<file path="src/rtl/loader_pkg.sv">
// Shared types and widths for the instruction-memory loader.
package loader_pkg;

  localparam int unsigned WORD_W = 32;
  localparam int unsigned BYTE_W = 8;

  typedef enum logic [2:0] {
    IDLE,
    LEN,
    DATA,
    WRITE,
    CSUM,
    DONE,
    ERR
  } loader_state_t;

endpackage

</file>
<file path="src/rtl/byte_packer.sv">
// Packs a byte stream little-endian into 32-bit words; word_rdy flags the byte completing a word.
module byte_packer
  import loader_pkg::*;
(
  input  logic              clk,
  input  logic              reset_n,
  input  logic              clear,
  input  logic              byte_en,
  input  logic [BYTE_W-1:0] byte_data,
  output logic [WORD_W-1:0] word,
  output logic              word_rdy
);

  logic [1:0] byte_cnt;

  always_ff @(posedge clk or negedge reset_n) begin
    if (!reset_n) begin
      byte_cnt <= '0;
      word     <= '0;
    end else if (clear) begin
      byte_cnt <= '0;
      word     <= '0;
    end else if (byte_en) begin
      word[byte_cnt*BYTE_W +: BYTE_W] <= byte_data;
      byte_cnt                        <= byte_cnt + 2'd1;
    end
  end

  // Combinational so the FSM can leave DATA on the same edge the 4th byte lands.
  assign word_rdy = byte_en && (byte_cnt == 2'd3);

endmodule

</file>
<file path="src/rtl/instr_loader.sv">
// Host byte stream -> instruction memory writer; holds the core in reset while loading.
// Optional trailing XOR checksum byte enabled by defining INSTR_LOADER_CSUM_EN.
module instr_loader
  import loader_pkg::*;
#(
  parameter int unsigned DEPTH         = 64,
  parameter bit          HOLD_ON_RESET = 1'b1,
  localparam int unsigned AW           = $clog2(DEPTH)
) (
  input  logic              clk,
  input  logic              reset_n,
  input  logic              load_start,
  input  logic              byte_valid,
  input  logic [BYTE_W-1:0] byte_data,
  output logic              byte_ready,
  output logic              wr_en,
  output logic [AW-1:0]     wr_addr,
  output logic [WORD_W-1:0] wr_data,
  output logic              core_rst_n,
  output logic              load_busy,
  output logic              load_done,
  output logic              load_err
);

  localparam int unsigned NW = AW + 1;

  loader_state_t state, state_nxt;
  logic [NW-1:0] n_words;
  logic          accept;
  logic          pack_en;
  logic          pack_clr;
  logic          word_rdy;
  logic          last_word;
  logic          len_too_big;
`ifdef INSTR_LOADER_CSUM_EN
  logic [BYTE_W-1:0] csum;
`endif

  assign byte_ready  = (state == LEN) || (state == DATA) || (state == CSUM);
  assign accept      = byte_valid && byte_ready;
  assign pack_en     = accept && (state == DATA);
  assign pack_clr    = (state == IDLE) && load_start;
  assign wr_en       = (state == WRITE);
  assign last_word   = ({1'b0, wr_addr} == (n_words - NW'(1)));
  assign len_too_big = ({24'b0, byte_data} > DEPTH);

  byte_packer u_packer (
    .clk       (clk),
    .reset_n   (reset_n),
    .clear     (pack_clr),
    .byte_en   (pack_en),
    .byte_data (byte_data),
    .word      (wr_data),
    .word_rdy  (word_rdy)
  );

  always_comb begin
    state_nxt = state;
    case (state)
      IDLE:  if (load_start) state_nxt = LEN;
      LEN: begin
        if (accept) begin
          if (byte_data == '0)  state_nxt = DONE;
          else if (len_too_big) state_nxt = ERR;
          else                  state_nxt = DATA;
        end
      end
      DATA:  if (word_rdy) state_nxt = WRITE;
      WRITE: begin
`ifdef INSTR_LOADER_CSUM_EN
        state_nxt = last_word ? CSUM : DATA;
`else
        state_nxt = last_word ? DONE : DATA;
`endif
      end
`ifdef INSTR_LOADER_CSUM_EN
      CSUM:  if (accept) state_nxt = (byte_data == csum) ? DONE : ERR;
`endif
      DONE:    state_nxt = IDLE;
      ERR:     state_nxt = IDLE;
      default: state_nxt = IDLE;
    endcase
  end

  // Status outputs are registered from state_nxt so done/release appear in the DONE cycle itself.
  always_ff @(posedge clk or negedge reset_n) begin
    if (!reset_n) begin
      state      <= IDLE;
      n_words    <= '0;
      wr_addr    <= '0;
      core_rst_n <= !HOLD_ON_RESET;
      load_busy  <= 1'b0;
      load_done  <= 1'b0;
      load_err   <= 1'b0;
`ifdef INSTR_LOADER_CSUM_EN
      csum       <= '0;
`endif
    end else begin
      state     <= state_nxt;
      load_done <= (state_nxt == DONE);
      if (pack_clr) begin
        core_rst_n <= 1'b0;
        load_busy  <= 1'b1;
        load_err   <= 1'b0;
        wr_addr    <= '0;
`ifdef INSTR_LOADER_CSUM_EN
        csum       <= '0;
`endif
      end
      if ((state == LEN) && accept) n_words <= NW'(byte_data);
      // wr_addr doubles as the word counter and parks on N-1 after the last write.
      if ((state == WRITE) && !last_word) wr_addr <= wr_addr + AW'(1);
`ifdef INSTR_LOADER_CSUM_EN
      if (pack_en) csum <= csum ^ byte_data;
`endif
      if (state_nxt == DONE) begin
        core_rst_n <= 1'b1;
        load_busy  <= 1'b0;
      end
      if (state_nxt == ERR) begin
        load_err  <= 1'b1;
        load_busy <= 1'b0;
      end
    end
  end

endmodule

</file>
<file path="config.mk">
export PLATFORM = sky130hd
export DESIGN_NAME = instr_loader
export DESIGN_NICKNAME = d
export VERILOG_FILES = /design/src/rtl/loader_pkg.sv /design/src/rtl/byte_packer.sv /design/src/rtl/instr_loader.sv
export SDC_FILE = /design/constraint.sdc
export NUM_CORES = 1
export LEC_CHECK = 0
export CAP_MARGIN = 5
export CORE_MARGIN = 4
export CORE_UTILIZATION = 55
export CTS_BUF_LIST = sky130_fd_sc_hd__clkbuf_16
export CTS_CLUSTER_DIAMETER = 60
export DETAILED_ROUTE_END_ITERATION = 8
export DONT_BUFFER_PORTS = 1
export PLACE_DENSITY = 0.7
export SLEW_MARGIN = 30
export SYNTH_ARGS = -nofsm -noshare
export SYNTH_HDL_FRONTEND = slang
export SYNTH_SLANG_ARGS = --single-unit
</file>
<file path="constraint.sdc">
create_clock -name clk -period 4.76 [get_ports clk]
set_clock_uncertainty 0.15 [all_clocks]
set_input_delay 0 -clock clk [delete_from_list [all_inputs] [get_ports clk]]
set_output_delay 0 -clock clk [all_outputs]
set_load 0.02 [all_outputs]
</file>
; Word-level counts from Yosys, hierarchy flattened
; Cells that the tools add are included.
[totals]
register_bits = 54
latchBits = 0
ram_bits = 0
rom_bits = 0
input_bits = 12
output_inout_bits = 44
wordCells = 60
n_memories = 0
[op_classes]
n_addsub = 4
n_mul = 0
div_mod_pow = 0
order_cmp = 1
n_eq_ne = 8
shift = 2
mux = 20
n_bitwise = 0
n_reduce_logical = 16
[ops]
columns = operator, n
row1 = 2-to-1 mux 32 bit, 2
row2 = negation 5 -> 34 bit, 1
row3 = "variable shift 8 x 34 -> 32 bit, first input constant", 1
row4 = indexed part select 8 x 34 -> 32 bit, 1
row5 = bitwise mux 32 bit, 1
row6 = 2-to-1 mux 3 bit, 6
row7 = 2-to-1 mux 6 bit, 2
row8 = case mux 3 bit (4 select lines), 1
row9 = "== test 3 bit, second input constant", 3
row10 = "greater-than comparator 8 x 7 -> 1 bit, second input constant", 1
row11 = logical NOT 8 bit, 1
row12 = nonzero test 2 bit, 4
row13 = == test 6 x 7 -> 1 bit, 1
row14 = "subtractor 7 x 1 -> 7 bit, second input constant", 1
row15 = "adder 6 x 1 -> 6 bit, second input constant", 1
row16 = "== test 3 x 2 -> 1 bit, second input constant", 2
row17 = logical AND 1 bit, 6
row18 = 2-to-1 mux 1 bit, 6
row19 = 2-to-1 mux 2 bit, 2
row20 = "== test 3 x 1 -> 1 bit, second input constant", 1
row21 = logical NOT 3 bit, 1
row22 = nonzero test 3 bit, 1
row23 = "adder 2 x 1 -> 2 bit, second input constant", 1
row24 = "== test 2 bit, second input constant", 1
row25 = 2 further kinds, 3

; Depth between registers and ports, before layout
; Gate-level depths: netlist of the first run.
[depth]
depth_word = 11
depth_mapped = 7
depth_no_buf = 7

; Hierarchy
; Synthesis of the first run repeated with hierarchy kept, for this count alone.
[unflattened]
cells_unflattened = 251
area_unflattened_um2 = 2803.9
[by_module_without_submodules]
columns = module, instances, cells_per_inst, area_each_um2
row1 = byte_packer, 1, 124, 1574.0
row2 = instr_loader, 1, 127, 1229.9

; Worst setup path before layout of the first run
; Ideal clock, no wire load.
[synth_path]
path_type = register to register
from = reg n_words[2]
to = reg wr_addr[1]
setup_time_ns = 0.120
arrival_time_ns = 2.156
required_ns = 4.490
slack_ns = 2.334
stages_incl_launch_ff = 7
path_buffers = 0
period_less_slack_ns = 2.426
cell_sequence = dfrtp_1 or3_1 or4_1 a2111oi_2 o211a_4 nor3b_1 a31o_1
[synth_between]
elab_chain_len = 5
elab_cells_between_ends = 6
classes_between = add/sub: 1 / eq/ne: 1 / mux: 1 / reduce/logical: 3
[synth_rtl]
columns = element, line
row1 = start: declaration, instr_loader.sv:28  ; logic [NW-1:0] n_words;
row2 = start signal: assignment, instr_loader.sv:110  ; if ((state == LEN) && accept) n_words <= NW'(byte_data);
row3 = subtractor 7 x 1 -> 7 bit *, instr_loader.sv:44  ; assign last_word = ({1'b0, wr_addr} == (n_words - NW'(1)));
row4 = == test 6 x 7 -> 1 bit *, instr_loader.sv:44
row5 = logical NOT 1 bit *, instr_loader.sv:112  ; if ((state == WRITE) && !last_word) wr_addr <= wr_addr + AW'(1);
row6 = logical AND 1 bit *, instr_loader.sv:112
row7 = 2-to-1 mux 6 bit or nonzero test 2 bit (tied branches), n/a
row8 = end signal: assignment, instr_loader.sv:112
row9 = end: declaration, instr_loader.sv:17  ; output logic [AW-1:0] wr_addr,
; Every way passes the cells marked *; elsewhere a longest branch is shown, timed or not.
; A chain may end at the register's enable or synchronous reset.

; Worst setup path after layout of the first run
; Same ends and word-level chain as after synthesis.

==> flow_summary.json, run 1 <==
{
  "cts_tree": "built",
  "io_buffers": 0,
  "dieArea_um2": 5640,
  "finalHoldViolations": 0,
  "grt_pass1_wl_um": 9500,
  "yosys-top-cells-area": "dfrtp_1 55%, a22o_1 11%, ha_1 3.5%",
  "cp_top_family": "simple AND/OR/NAND/NOR gates",
  "drtIter0Drc": 55,
  "worst_setup_path_start_kind": "flop",
  "end_kind": "flop",
  "dr.pass1.iters": 4,
  "outcome": "completed",
  "routabilityCongestion": 0.905,
  "antenna_found_initial": 0,
  "postCtsHoldBufs": 12,
  "drv_slew": 0,
  "num_rows": 24,
  "post_cts_buffers": 0,
  "synth_cells": 217,
  "cts_resized": 0,
  "ys.flop_type": "dfrtp_1",
  "grt_overflow": 0,
  "path_class": "reg2reg",
  "synthTopCellsByCount": "54 x dfrtp_1, 31 x a22o_1, 21 x nand2_1, 13 x nor2_1",
  "avgSynthCellArea_um2": 11.4,
  "maxSlewHeadroom_pct": 45.3,
  "drive_gt1_share_pct": 8.12,
  "cts_root_buf": "clkbuf_16",
  "required_ns": 4.84,
  "diodes": 0,
  "cts_buffers": 5,
  "design.core.area_um2": 4350,
  "start_util_pct": 56.9,
  "tns_ns": 0,
  "worstPathMaxFanout": 7,
  "fmax_mhz": 388,
  "wire_per_inst_um": 20.5,
  "syn-num-nets": 236,
  "grtUsageTotal_pct": 22.6,
  "drc_errors": 0,
  "stdcell_count": 286,
  "grt_max_degree": 55,
  "postRouteAntennaNets": 0,
  "via_count": 1819,
  "dieHeight_um": 75.1,
  "synthArstFlopShare_pct": 100,
  "p_leak_uw": 0.00126,
  "dp_hpwl_um": 4080,
  "cp.arrival_ns": 2.66,
  "path_cells": "or3_1, or4_1, a2111oi_2, o211a_4, or2b_4, a31o_1",
  "critPathBufInv": 0,
  "rsz0062_at_grt": "no",
  "ys_ff_latch": 54,
  "tightest_slew_ns": 0.819,
  "synth-edff-count": 0,
  "cts_sinks": 54,
  "post-route-min-period_ns": 2.58,
  "power_density_nw_per_um2": 552,
  "finalSetupViolCount": 0,
  "yosysSeqAreaShare_pct": 54.5,
  "ioPinCount": 56,
  "fillerInstances": 347,
  "clockBufferDepth": 2,
  "totalWireLength_um": 5880,
  "synth_top_area_share_pct": 54.5,
  "vias_per_cell": 6.36,
  "insertion_delay_ns": 0.29,
  "ys_warn_count": 0,
  "synth_most_common_cell": "dfrtp_1",
  "clkSlewWorstSetupHoldPaths_ns": 0.07,
  "layout.nets": 252,
  "grt_pass1_vias": 1859,
  "yosys.area.top_type": "dfrtp_1",
  "critPathMaxStageDelay_ns": 0.49,
  "die_x_um": 75.1,
  "ir_drop_mv": 0.280,
  "htreeDepth": 2,
  "drv_cap": 0,
  "syn2layout_area_growth_pct": 14.3,
  "holdCritPathClass": "in2reg",
  "synth_cell_types": 39,
  "period_share_pct": 54.2,
  "placed_cells": 266,
  "syn_area_um2": 2480,
  "critPathSlowestCell": "or4_1"
}
## cells by family after synthesis
group                    Yosys count  share of synthesized area, %
AND/OR/NAND/NOR                   68                          14.6
AO/OA/AOI/OAI                     62                          19.9
flip-flops                        54                          54.5
buffers and inverters             11                          1.67
XOR/XNOR                          10                          3.53
adder cells (fa/ha/maj)            7                          3.53
multiplexers                       5                          2.27
## path summary, 6_finish.rpt
check	startpoint	endpoint	slack (ns)	depth (start not counted)
min reg2reg	n_words[6]	n_words[6]	0.37	1
min	byte_valid	u_packer.word[0]	0.009	3
min in group asynchronous	reset_n	wr_addr[0]	0.06	2
max reg2reg	n_words[2]	wr_addr[1]	2.18	6
max in group asynchronous	reset_n	core_rst_n	4.16	2
max	n_words[2]	wr_addr[1]	2.18	6
## state kept, by name (all words and copies together) (netlist names)
register,count
u_packer.word,32
core_rst_n,1
load_err,1
u_packer.byte_cnt,2
load_done,1
state,3
n_words,7
load_busy,1
wr_addr,6
## final cells by class
cell class,count,area (µm²),area share (%)
Inverter,6,22.5,0.795
Timing Repair Buffer,14,153,5.39
Clock buffer,5,125,4.42
Tap cell,52,65.1,2.30
Sequential cell,54,1350,47.7
Clock inverter,3,26.3,0.927
Multi-Input combinational cell,152,1090,38.5
## power by group
| part | switching, µW | leakage [µW] | total [µW] | internal, µW |
|---|---|---|---|---|
| Combinational | 279 | 0.000464 | 467 | 188 |
| Sequential | 177 | 0.000727 | 731 | 554 |
| Clock | 169 | 0.0000740 | 367 | 198 |
| Total | 625 | 0.00126 | 1570 | 940 |
## placed cells by master (no fill, tap or decap), types with 2 or more instances in the layout
| cell type | n |
|---|---|
| mux2_1 | 5 |
| nand2b_1 | 6 |
| nand3b_1 | 3 |
| o21ai_1 | 6 |
| xor2_1 | 3 |
| nor3_1 | 4 |
| nand2_1 | 21 |
| o211ai_1 | 2 |
| dlygate4sd3_1 | 11 |
| a22o_1 | 31 |
| a211oi_1 | 3 |
| dfrtp_1 | 54 |
| o31ai_1 | 2 |
| nand3_1 | 5 |
| nor2_1 | 13 |
| nor4_1 | 2 |
| o21ai_0 | 3 |
| nor4b_2 | 2 |
| clkinv_4 | 3 |
| a21oi_1 | 6 |
| a31o_1 | 4 |
| ha_1 | 7 |
| buf_4 | 2 |
| clkbuf_16 | 5 |
| inv_1 | 5 |
| xnor2_1 | 7 |
| and2_1 | 2 |
## worst register-to-register path, cell delays in order (launching register included)
cell       delay, ns
dfrtp_1         0.43
or3_1           0.40
or4_1           0.49
a2111oi_2       0.47
o211a_4         0.27
or2b_4          0.17
a31o_1          0.15
## stage by stage
stage	power (µW)	util [%]	setup slack, ns	hold slack [ns]	instance area [µm²]
6_report	1570	65.1	2.18	0.00925	2830
4_1_cts	1570	65.0	2.17	0.0245	2830
2_1_floorplan	1060	-	2.33	-0.446	2480
5_1_grt	1660	65.1	2.07	0.0221	2830
3_3_place_gp	1140	58.3	2.26	-0.444	2540
3_5_place_dp	1170	58.3	2.20	-0.444	2540
## per-layer routing
layer | up-vias | GRT usage, % | wire length (µm)
li1 | 834 | - | -
met1 | 904 | 29.8 | 2500
met2 | 68 | 35.9 | 2810
met3 | 13 | 6.41 | 420
met4 | 0 | 8.35 | 139
met5 | - | 0 | 0
Power figures use the tool's default switching activity.
==> run 2: changes to the inputs <==
==> constraint.sdc (replaced) <==
create_clock -name clk -period 2.5 [get_ports clk]
set_clock_uncertainty 0.15 [all_clocks]
set_input_delay 0 -clock clk [delete_from_list [all_inputs] [get_ports clk]]
set_output_delay 0 -clock clk [all_outputs]
set_load 0.02 [all_outputs]
==> flow_summary.json, run 2 (same netlist as run 1, synthesis figures left out) <==
{
  "cts_buffers": 5,
  "grt_pass1_vias": 1893,
  "grt_pass1_wl_um": 9870,
  "post_cts_buffers": 0,
  "insertion_delay_ns": 0.29,
  "r2r_slack_ns": 0.03,
  "p_leak_uw": 0.00130,
  "outcome": "completed",
  "fmax_mhz": 405,
  "wl_met3_um": 452,
  "cts_root_buf": "clkbuf_16",
  "drc_errors": 0,
  "wire_per_inst_um": 21.0,
  "antenna_found_initial": 0,
  "wl_met1_um": 2510,
  "cts_tree": "built",
  "hold_ws_ns": 0.0285,
  "dr.pass1.iters": 4,
  "largest_reg_flops": 32,
  "routabilityCongestion": 0.903,
  "placed_cells": 273,
  "diodes": 0,
  "totalWireLength_um": 6160,
  "switching_share_pct": 39.9,
  "critPathMaxStageDelay_ns": 0.50,
  "drive_gt1_share_pct": 11.6,
  "vias_per_cell": 6.37,
  "critPathSlowestCell": "or4_4",
  "finalHoldViolations": 0,
  "layout.nets": 259,
  "final_common_cell": "dfrtp_1",
  "rsz0062_at_grt": "yes",
  "p_switching_uw": 1230,
  "postLayoutCellArea_um2": 2910,
  "via_count": 1866,
  "end_kind": "flop",
  "dp_hpwl_um": 4200,
  "topRoutingLayerUsed": "met4",
  "wl_met2_um": 3060,
  "post-route-min-period_ns": 2.47,
  "dieArea_um2": 5640,
  "seqPwrFrac_pct": 44.6,
  "cts_sinks": 54,
  "worstPathMaxFanout": 7,
  "design.core.area_um2": 4350,
  "fillerInstances": 339,
  "worst_setup_path_start_kind": "flop",
  "ir_drop_mv": 0.660,
  "maxSlewHeadroom_pct": 46.2,
  "path_class": "reg2reg",
  "grt_overflow": 0,
  "place_area_um2": 2590,
  "reg.largest.list": "u_packer.word: 32 flops, n_words: 7 flops, wr_addr: 6 flops",
  "tightest_slew_ns": 0.807,
  "ioPinCount": 56,
  "clkSlewWorstSetupHoldPaths_ns": 0.07,
  "clockPowerShare_pct": 22.6,
  "stdcell_count": 293,
  "htreeDepth": 2,
  "drtIter0Drc": 98,
  "dieHeight_um": 75.1,
  "drv_cap": 0,
  "final_util_pct": 66.7,
  "grtUsageTotal_pct": 23.6,
  "die_x_um": 75.1,
  "io_buffers": 0,
  "final_cell_mix": "54 x dfrtp_1, 31 x a22o_1, 21 x nand2_1",
  "internal-power_uw": 1850,
  "cp.arrival_ns": 2.55,
  "p_comb_share_pct": 32.8,
  "grt_max_degree": 55,
  "path_cells": "or3_4, or4_4, a2111oi_4, o211a_4, or2b_4, a31o_1",
  "finalSetupViolCount": 0,
  "required_ns": 2.58,
  "holdCritPathClass": "in2reg",
  "top_register": "u_packer.word",
  "num_rows": 24,
  "drv_slew": 0,
  "period_share_pct": 98.8,
  "syn2layout_area_growth_pct": 17.2,
  "start_util_pct": 56.9,
  "clockBufferDepth": 2,
  "postRouteAntennaNets": 0,
  "power_density_nw_per_um2": 1060
}
-- run 2: worst max-delay path, delay by kind of cell, from the launching register on --
kind	cells	cell delay, ns
DFF	1	0.38
and+or+nand+nor	3	1.06
AOI/OAI and AO/OA	3	0.81
-- run 2: power by group through the flow --
stage          combinational [µW]  clock [µW]  sequential, µW
5_1_grt                      1130         742            1400
6_report                     1010         696            1370
3_3_place_gp                  838           0            1370
4_1_cts                       999         706            1370
2_1_floorplan                 692           0            1330
3_5_place_dp                  905           0            1380
-- run 2: path summary, 6_finish.rpt --
check	start	to	cells after the start
setup / recovery	n_words[2]	wr_addr[5]	6
hold / removal	load_start	load_err	3
setup reg to reg	n_words[2]	wr_addr[5]	6
hold reg to reg	n_words[6]	n_words[6]	1
max in group asynchronous	reset_n	u_packer.word[1]	2
min in group asynchronous	reset_n	wr_addr[0]	2
-- run 2: area by class of cell --
| cell class | instances | area (µm²) | area share [%] |
|---|---|---|---|
| Clock buffer | 5 | 125 | 4.31 |
| Tap cell | 52 | 65.1 | 2.24 |
| Timing Repair Buffer | 21 | 205 | 7.06 |
| Clock inverter | 3 | 25.0 | 0.861 |
| Inverter | 6 | 22.5 | 0.775 |
| Sequential cell | 54 | 1350 | 46.5 |
| Multi-Input combinational cell | 152 | 1110 | 38.2 |
-- run 2: metal layers --
metal	track usage [%]	vias to the layer above
li1	-	845
met1	30.2	945
met2	38.7	64
met3	6.68	12
met4	7.77	0
met5	0	-
-- run 2: repair_timing --
item,in CTS,in global routing
pin swaps,2,5
gates resized for setup,1,3
endpoints found under the setup margin,9,9
hold buffers,12,0
hold endpoints to repair,101,0
-- run 2: through the flow --
stage / worst slack [ns] / TNS, ns / total power (µW)
floorplan: 0.0741 / 0 / 2020
global placement: 0.0478 / 0 / 2210
detailed placement: -0.0308 / -0.136 / 2280
CTS: 0.0213 / 0 / 3070
global route: -0.0543 / -0.280 / 3270
finish: 0.0306 / 0 / 3080
==> run 3: changes to the inputs <==
--- a/config.mk
+++ b/config.mk
@@ -5,7 +5,7 @@
 export SDC_FILE = /design/constraint.sdc
 export NUM_CORES = 1
 export LEC_CHECK = 0
-export CAP_MARGIN = 5
+export CORE_ASPECT_RATIO = 1.5
 export CORE_MARGIN = 4
 export CORE_UTILIZATION = 55
 export CTS_BUF_LIST = sky130_fd_sc_hd__clkbuf_16
==> flow_summary.json, run 3 (same netlist as run 1, synthesis figures left out) <==
{
  "critPathBufInv": 0,
  "placed_cells": 269,
  "clockBufferDepth": 2,
  "path_class": "reg2reg",
  "dr.pass1.iters": 4,
  "worstPathMaxFanout": 7,
  "p_comb_share_pct": 31.5,
  "drv_slew": 0,
  "cp.arrival_ns": 2.58,
  "end_kind": "flop",
  "violations": "negative setup slack",
  "grt_pass1_vias": 2055,
  "antenna_found_initial": 0,
  "vias_per_cell": 6.47,
  "hold_ws_ns": 0.0158,
  "insertion_delay_ns": 0.29,
  "totalWireLength_um": 6330,
  "clockPowerShare_pct": 26.7,
  "syn2layout_area_growth_pct": 20.0,
  "dieHeight_um": 90.2,
  "drc_errors": 0,
  "worstHoldStart": "load_start",
  "switching_share_pct": 37.4,
  "met3_usage_pct": 7.98,
  "clkSlewWorstSetupHoldPaths_ns": 0.07,
  "fin_ws_ns": -0.00679,
  "grt_pass1_wl_um": 10500,
  "holdCritPathClass": "in2reg",
  "final_cell_mix": "54 x dfrtp_1, 31 x a22o_1, 21 x nand2_1",
  "grt_max_degree": 55,
  "outcome": "finished, violations left",
  "grtUsageMet1_pct": 24.7,
  "p_leak_uw": 0.00135,
  "top_register": "u_packer.word",
  "drive_gt1_share_pct": 13.0,
  "cts_root_buf": "clkbuf_16",
  "seqPwrFrac_pct": 41.9,
  "ir_drop_mv": 0.556,
  "largest_reg_flops": 32,
  "maxSlewHeadroom_pct": 44.5,
  "die_x_um": 62.8,
  "critPathSlowestCell": "or4_4",
  "start_util_pct": 57.9,
  "drtIter0Drc": 112,
  "rsz0062_at_grt": "yes",
  "top_usage_layer": "met2",
  "htreeDepth": 2,
  "crit_start": "n_words[2]",
  "via_count": 1888,
  "drv_cap": 0,
  "cp_top_family": "simple AND/OR/NAND/NOR gates",
  "finalHoldViolations": 0,
  "met2_usage_pct": 43.4,
  "reg2reg_from": "n_words[2]",
  "finalSetupViolCount": 1,
  "layout.nets": 264,
  "path_cells": "or3_4, or4_4, a2111oi_4, o211a_4, or2b_4, a31o_1",
  "power_density_nw_per_um2": 1110,
  "cts_sinks": 54,
  "dp_hpwl_um": 4430,
  "num_rows": 29,
  "tightest_slew_ns": 0.832,
  "postRouteAntennaNets": 0,
  "period_share_pct": 100,
  "stdcell_count": 292,
  "p_switching_uw": 1240,
  "critPathMaxStageDelay_ns": 0.50,
  "io_buffers": 0,
  "final_common_cell": "dfrtp_1",
  "post-route-min-period_ns": 2.51,
  "diodes": 0,
  "cts_buffers": 5,
  "design.core.area_um2": 4280,
  "grt_overflow": 0,
  "fmax_mhz": 399,
  "wire_per_inst_um": 21.7,
  "required_ns": 2.58,
  "reg.largest.list": "u_packer.word: 32 flops, n_words: 7 flops, wr_addr: 6 flops",
  "ioPinCount": 56,
  "dieArea_um2": 5670,
  "grtUsageTotal_pct": 23.3,
  "worst_setup_path_start_kind": "flop",
  "routabilityCongestion": 0.778,
  "internal-power_uw": 2070,
  "cts_tree": "built"
}
[run 3: cell count changes in the layout (fill, tap and decap cells not counted)]
cell        delta
clkinvlp_4     -1
o21ai_2        -1
o21ai_1        +1
inv_6          -1
bufinv_16      +2
buf_4          +5
[run 3: repair_timing]
item	in CTS	in global routing
hold buffers	12	0
gates resized for setup	1	2
endpoints found under the setup margin	7	9
hold endpoints to repair	101	0
cloned	0	0
pin swaps	1	3
buffers inserted	0	3
[run 3: path summary, 6_finish.rpt]
| kind | to | slack [ns] | cells past startpoint |
|---|---|---|---|
| hold / removal | u_packer.byte_cnt[0] | 0.02 | 3 |
| max in group asynchronous | u_packer.word[2] | 1.89 | 2 |
| min in group asynchronous | n_words[1] | 0.08 | 2 |
| setup / recovery | wr_addr[1] | -0.007 | 6 |
| hold reg to reg | n_words[6] | 0.37 | 1 |
| setup reg to reg | wr_addr[1] | -0.007 | 6 |
[run 3: power groups by stage]
stage	Combinational, µW	Sequential (µW)	Clock (µW)
2_1_floorplan	692	1330	0
3_3_place_gp	855	1380	0
3_5_place_dp	907	1390	0
4_1_cts	1000	1380	889
5_1_grt	1150	1410	933
6_report	1040	1380	883
[run 3: cell type report]
| cell class | instances | area [µm²] |
|---|---|---|
| Timing Repair Buffer | 26 | 243 |
| Inverter | 6 | 22.5 |
| Clock buffer | 5 | 125 |
| Multi-Input combinational cell | 152 | 1110 |
| Clock inverter | 3 | 68.8 |
| Sequential cell | 54 | 1350 |
| Fill cell | 318 | 1310 |
| Tap cell | 46 | 57.6 |
[run 3: stage by stage]
stage	area, µm²	utilization [%]	worst slack [ns]	total power [µW]	TNS (ns)
floorplan	2480	-	0.0741	2020	0
global placement	2600	60.7	0.0688	2230	0
detailed placement	2600	60.7	-0.00182	2300	-0.00273
CTS	2940	68.8	0.0229	3270	0
global route	2980	69.5	-0.0705	3490	-0.434
finish	2980	69.5	-0.00679	3310	-0.00679
[run 3: worst min-delay path, stage by stage]
cell and delay (ns):
nor4b_2 0.13, buf_4 0.16, nor2_1 0.11
[run 3: metal layers]
metal  vias to the layer above  part of all wire, %
met3                         6                  7.8
li1                        859                    -
met5                         -                    0
met1                       950                   37
met2                        73                   54
met4                         0                 0.90
